**config.mk**
```make
export PLATFORM = sky130hd
export DESIGN_NAME = tc_street_queue
export DESIGN_NICKNAME = d
export VERILOG_FILES = /design/src/rtl/tc_intersection_model_pkg.sv /design/src/rtl/tc_intersection_model_street_queue.sv
export SDC_FILE = /design/constraint.sdc
export NUM_CORES = 1
export LEC_CHECK = 0
export ABC_CLOCK_PERIOD_IN_PS = 3800
export BUFFER_PORTS_ARGS = -buffer_cell sky130_fd_sc_hd__clkbuf_2
export CAP_MARGIN = 20
export CORE_MARGIN = 2
export CORE_UTILIZATION = 30
export CTS_BUF_LIST = sky130_fd_sc_hd__clkbuf_4 sky130_fd_sc_hd__clkbuf_8
export DETAILED_ROUTE_END_ITERATION = 6
export PLACE_DENSITY_LB_ADDON = 0.3
export REMOVE_ABC_BUFFERS = 1
export SKIP_LAST_GASP = 1
export SLEW_MARGIN = 20
export SYNTH_ARGS = -nofsm -noshare
export SYNTH_HDL_FRONTEND = slang
export SYNTH_SLANG_ARGS = --single-unit
```
**constraint.sdc**
```tcl
create_clock -name clk -period 3.8 [get_ports clk]
set_clock_uncertainty 0.1 [all_clocks]
set_input_delay 0 -clock clk [delete_from_list [all_inputs] [get_ports clk]]
set_output_delay 0 -clock clk [all_outputs]
set_load 0.01 [all_outputs]
```
**src/rtl/tc_intersection_model_pkg.sv**
```systemverilog
`default_nettype none
// ============================================================================
//  Package : tc_pkg
//  Shared light encodings, street states and light-decoding helpers for the
//  intersection model.
//  Revision: 1.0 - initial release
// ============================================================================
package tc_pkg;

  // One-hot light codes driven by the traffic-light controller
  localparam logic [2:0] LIGHT_GREEN  = 3'b001;
  localparam logic [2:0] LIGHT_YELLOW = 3'b010;
  localparam logic [2:0] LIGHT_RED    = 3'b100;

  // Per-street traffic flow state
  typedef enum logic {
    ST_STOP = 1'b0,
    ST_GO   = 1'b1
  } street_state_t;

  // True when cars may move on this light (yellow only if allowed)
  function automatic logic light_is_go(input logic [2:0] light,
                                       input logic       yellow_pass);
    return (light == LIGHT_GREEN) || (yellow_pass && (light == LIGHT_YELLOW));
  endfunction

  // True for green or yellow; illegal codes do not count as non-red
  function automatic logic light_not_red(input logic [2:0] light);
    return (light == LIGHT_GREEN) || (light == LIGHT_YELLOW);
  endfunction

  // True only for the three legal one-hot codes
  function automatic logic light_legal(input logic [2:0] light);
    return (light == LIGHT_GREEN) || (light == LIGHT_YELLOW) ||
           (light == LIGHT_RED);
  endfunction

endpackage
`default_nettype wire

```
**src/rtl/tc_intersection_model_street_queue.sv**
```systemverilog
`default_nettype none
// ============================================================================
//  Module  : tc_street_queue
//  One street of the intersection: STOP/GO state registered from the light,
//  a pace counter spacing departures PASS_CYCLES apart, a saturating car
//  queue, a departure pulse and a sticky overflow flag.
//  Revision: 1.0 - initial release
// ============================================================================
module tc_street_queue
  import tc_pkg::*;
#(
  parameter int QDEPTH_W    = 4,
  parameter int PASS_CYCLES = 2,
  parameter int YELLOW_PASS = 0
) (
  input  logic                clk,
  input  logic                rst,
  input  logic                arr,
  input  logic [2:0]          light,
  output logic                sensor,
  output logic [QDEPTH_W-1:0] q,
  output logic                dep,
  output logic                ovf
);

  localparam logic [QDEPTH_W-1:0] Q_MAX     = '1;
  localparam logic [QDEPTH_W-1:0] Q_ONE     = QDEPTH_W'(1);
  localparam logic [3:0]          PACE_LAST = 4'(PASS_CYCLES - 1);
  localparam logic                YP        = (YELLOW_PASS != 0);

  street_state_t state;
  street_state_t state_next;
  logic [3:0]    pace;
  logic          eligible;
  logic          depart;
  logic          drop;

  // Next state follows the currently sampled light; illegal codes mean STOP
  always_comb begin
    state_next = ST_STOP;
    if (light_is_go(light, YP)) begin
      state_next = ST_GO;
    end
  end

  // State register: GO becomes visible one cycle after the light changes
  always_ff @(posedge clk) begin
    if (rst) state <= ST_STOP;
    else     state <= state_next;
  end

  // A car can only be leaving while moving and someone is waiting
  assign eligible = (state == ST_GO) && (q != '0);
  assign depart   = eligible && (pace == PACE_LAST);
  // Only an arrival that cannot be absorbed by a simultaneous departure is lost
  assign drop     = arr && !depart && (q == Q_MAX);

  // Pace counter: counts GO cycles toward the next departure
  always_ff @(posedge clk) begin
    if (rst || !eligible || depart) pace <= '0;
    else                            pace <= pace + 4'd1;
  end

  // Queue counter: saturates at full, never wraps below zero
  always_ff @(posedge clk) begin
    if (rst)                                 q <= '0;
    else if (arr && !depart && q != Q_MAX)   q <= q + Q_ONE;
    else if (depart && !arr)                 q <= q - Q_ONE;
  end

  // Departure pulse and sticky overflow flag
  always_ff @(posedge clk) begin
    if (rst) begin
      dep <= 1'b0;
      ovf <= 1'b0;
    end else begin
      dep <= depart;
      ovf <= ovf | drop;
    end
  end

  assign sensor = (q != '0);

endmodule
`default_nettype wire

```
Yosys cells after proc, flatten, opt, wreduce, memory -nomap -nowiden:

Index checks and enable logic that the tools add are counted.

* add/sub/neg operators: 3
* eq/ne operators: 4
* muxes and demuxes: 3
* bitwise logic cells: 1
* reductions and logical operators: 13

Operators with widths (number)
* 4-bit by 1-bit adder with 4-bit output, second input constant: 2
* 4-bit two-way mux: 2
* 1-bit logical AND: 6
* 4-bit by 1-bit equality test with 1-bit output, second input constant: 1
* 4-bit equality test, second input constant: 1
* 4-bit != test, second input constant: 1
* 4-bit nonzero test: 1
* 4-bit by 1-bit subtractor with 4-bit output, second input constant: 1
* 3-bit by 1-bit equality test with 1-bit output, second input constant: 1
* 1-bit logical NOT: 3
* 1-bit logical OR: 2
* 2-bit nonzero test: 1
* 1-bit two-way mux: 1
* 1-bit OR: 1

* register bits: 11
* output and inout port bits: 7

Longest topological paths before layout:

* depth in word-level cells: 7
* gate-level depth with buffers: 10
* mapped depth without buffers: 10

Worst setup path after synthesis:

OpenSTA, ideal clock, no wires.

* path kind: register -> register
* start: register q[0]
* end: register q[3]
* setup time: 0.123 ns
* arrival time: 2.474 ns
* data required time: 3.577 ns
* path slack: 1.103 ns
* stages on the path, launching flop included: 9
* period minus slack after synthesis: 2.697 ns
* path through: dfxtp_1 > o41a_1 > a211oi_4 > inv_1 > ha_1 > a21o_2 > a21oi_1 > mux2i_1 > mux2_1

* word-level cells in the longest chain between the ends: 7
* elaborated cells between the ends (all ways): 13

RTL lines
* start: declaration: RTL line tc_intersection_model_street_queue.sv:21 `output logic [QDEPTH_W-1:0] q,`
* start signal: assignment: RTL line tc_intersection_model_street_queue.sv:67 `else if (arr && !depart && q != Q_MAX) q <= q + Q_ONE;`
* start signal: assignment: RTL line tc_intersection_model_street_queue.sv:68 `else if (depart && !arr) q <= q - Q_ONE;`
* branches (longest 7 deep; another with 4-bit by 1-bit subtractor with 4-bit output)

Parallel ways; which one is timed is not known. The select of a mux whose other input is x is not followed.
A chain may end at the register's enable or synchronous reset.

Final worst setup path:

Same ends and word-level chain as after synthesis.

==> impl_metrics.py <==
metrics = {
    "synthesis": {
        "synth.ff_latch_count": 11,
        "yosysMostFrequentCell": "dfxtp_1",
        "synthArstFlopShare": 0,
        "synth-warning-count": 0,
        "synth_area_um2": 558.0,
        "synth_top_area_cell": "dfxtp_1",
        "netlist_top_cells_area": "dfxtp_1 (39%), ha_1 (9.0%), nor2_1 (4.7%), a211oi_4 (3.6%), fa_1 (3.6%)",
        "synth_seq_area_share": 0.3946,
        "syn_avg_cell_area_um2": 9.790,
        "yosys_most_used_dff": "dfxtp_1",
        "syn_inst": 57,
        "synthDominantCellAreaShare": 0.3946,
        "synth_edf_count": 0,
        "synth_common_cells": "dfxtp_1 (11), nor2_1 (7), ha_1 (4), nor3_1 (4)",
        "yosysUniqueCellTypes": 27,
    },
    "die": {
        "die_area_um2": 2221,
        "die_w_um": 47.13,
        "start_util": 0.3197,
        "core_area_um2": 1745,
        "io_pins": 13,
        "rows": 15,
        "fp.dieH_um": 47.13,
    },
    "drt": {
        "wl_per_cell_um": 10.03,
        "ant_nets": 0,
        "drc": 0,
        "via_count": 474,
        "wl_um": 1023,
        "routed_via_density": 4.647,
        "drtIter0Drc": 3,
        "dr.pass1.iters": 3,
    },
    "power": {
        "power_w": 0.0002525,
        "power_density_nw_per_um2": 349.2,
        "peakVddDrop_uv": 140.2,
        "p_leak_nw": 0.3260,
    },
    "hold_path": {
        "hold_path_class": "in2reg",
        "hold_depth": 3,
        "hold_start": "light[1]",
        "hold_end": "state",
    },
    "timing": {
        "setup_tns_ps": 0,
        "relSlewSlack": 0.7429,
        "period_minus_slack_ps": 2903,
        "hold_viol_final": 0,
        "tightest_slew_ps": 384.0,
        "rsz0062_at_grt": "false",
        "fmax_mhz": 344.5,
        "fin_crit_sh": 0.7640,
        "maxSlewViolCount": 0,
        "setup_violations": 0,
    },
    "finish": {
        "fin_nets": 89,
        "drive_gt1_frac": 0.2857,
        "area_growth_pct": 29.60,
        "antenna_cells": 0,
        "design_area_um2": 723.2,
    },
    "setup_path": {
        "worstPathArrival_ps": 2970,
        "critPathLaunch": "q[0]",
        "worstPathRequired_ps": 3860,
        "r2r-end": "q[3]",
        "critical_path.startpoint_type": "register",
        "cp_max_fo": 8,
        "crit_type": "reg2reg",
        "r2r_slack_ps": 900,
        "cp-end-kind": "register",
        "r2r-start": "q[0]",
        "r2r_cells": 8,
    },
    "clock_network": {
        "cts_tree": "built",
        "cts_max_level": 1,
        "insertion_delay_ps": 270,
        "cts_buffers": 3,
        "clockRootBuffer": "clkbuf_4",
        "postCtsSetupBuffers": 0,
        "clock_path_buffers": 2,
        "clkSinkCount": 11,
        "clkSlewWorstSetupHoldPaths_ps": 80,
    },
    "global_routing": {
        "grt_pass1_vias": 387,
        "antenna_found_initial": 0,
        "grt_pass1_wl_um": 1676,
        "globalRouteOverflowTotal": 0,
        "grt_max_degree": 10,
        "gr-usage-all-layers": 0.1146,
    },
    "place": {
        "dp_hpwl_um": 763.4,
        "io_buffers": 12,
        "gp_congestion": 0.7296,
        "placed_cell_area_um2": 645.6,
    },
    "flow_run": {
        "maxCapViolCount": 0,
    },
    "status": {
        "status": "complete, no violations",
    },
}
cells in the final DEF, fill, tap and decap left out:
cell	Yosys	routed
mux2i_1	1	1
clkinv_2	0	1
a21boi_2	1	1
dfxtp_1	11	11
fa_1	1	1
nand3_1	3	3
xnor2_1	1	1
a31oi_1	1	1
nor3_1	4	4
o21ai_0	1	1
ha_1	4	4
nor4b_1	1	1
a21oi_1	3	3
inv_1	3	3
clkbuf_4	0	3
and3_1	1	1
o41a_1	1	1
or3_1	1	1
clkbuf_2	0	12
or4_2	1	1
nor2_1	7	7
dlygate4sd3_1	0	5
nor2b_1	1	1
a211oi_4	1	1
a21o_2	1	1
and4_2	1	1
nor3b_2	1	1
mux2_1	1	1
nand2_1	2	2
xor2_1	2	2
layout make-up:
class,count,area (µm²)
well taps,25,31.28
inverters,3,11.26
flip-flops and latches,11,220.2
multi-input cells,42,322.8
fillers,175,1022
repair buffers,17,110.1
clock inverters,1,5.005
clock buffers,3,22.52
metrics by stage:
step	worst slack (ps)	hold slack [ps]	utilization	std cells
final	896.8	326.0	0.4143	102
after detailed placement	899.7	70.55	0.3699	93
after floorplan	1103	-30.93	-	56
after CTS	889.2	316.3	0.4143	102
after global routing	779.5	341.6	0.4143	102
after global placement	970.1	68.80	0.3699	93
registers in the layout, summed over array words and instances, names as in the netlist:
| register | count |
|---|---|
| ovf | 1 |
| dep | 1 |
| pace | 4 |
| q | 4 |
| state | 1 |
report_power, final:
part / switching, W / internal [W] / total, W
combinational: 0.0000200 / 0.0000217 / 0.0000416
clock: 0.0000443 / 0.0000390 / 0.0000832
sequential: 0.00000773 / 0.000120 / 0.000128
total: 0.0000720 / 0.000181 / 0.000253
timing repair:
action                    in CTS  in global routing
hold buffers                   5                  0
resized for setup              0                  0
hold endpoints to repair       6                  0
worst max path at each step:
| stage | endpoint | cells past startpoint |
|---|---|---|
| final | q[3] | 8 |
| after global routing | q[3] | 8 |
| after CTS | q[3] | 8 |
| after detailed placement | q[3] | 8 |
| after global placement | q[3] | 8 |
| after floorplan | q[3] | 8 |
cell families after synthesis:
kind of cell	after synthesis	synth area share
flops	11	0.3946
compound gates	9	0.1390
fa+ha+maj	5	0.1256
xor+xnor	3	0.04709
buf+inv	4	0.02690
mux	2	0.03812
simple gates	23	0.2287
per-layer routing:
layer / global-route usage / share of wire / routed length (µm) / vias to the layer above
met3: 0.03462 / 0.042 / 43 / 2
met5: 0 / 0 / 0 / -
met2: 0.1452 / 0.44 / 449 / 11
met1: 0.1538 / 0.50 / 510 / 215
met4: 0.1000 / 0.019 / 19 / 0
li1: - / - / - / 246
critical path, stage by stage (launching register included):
cell and delay [ps]:
dfxtp_1 400, o41a_1 530, a211oi_4 320, inv_1 190, ha_1 300, a21o_2 210
a21oi_1 190, mux2i_1 220, mux2_1 330
Power figures use the tool's default switching activity.
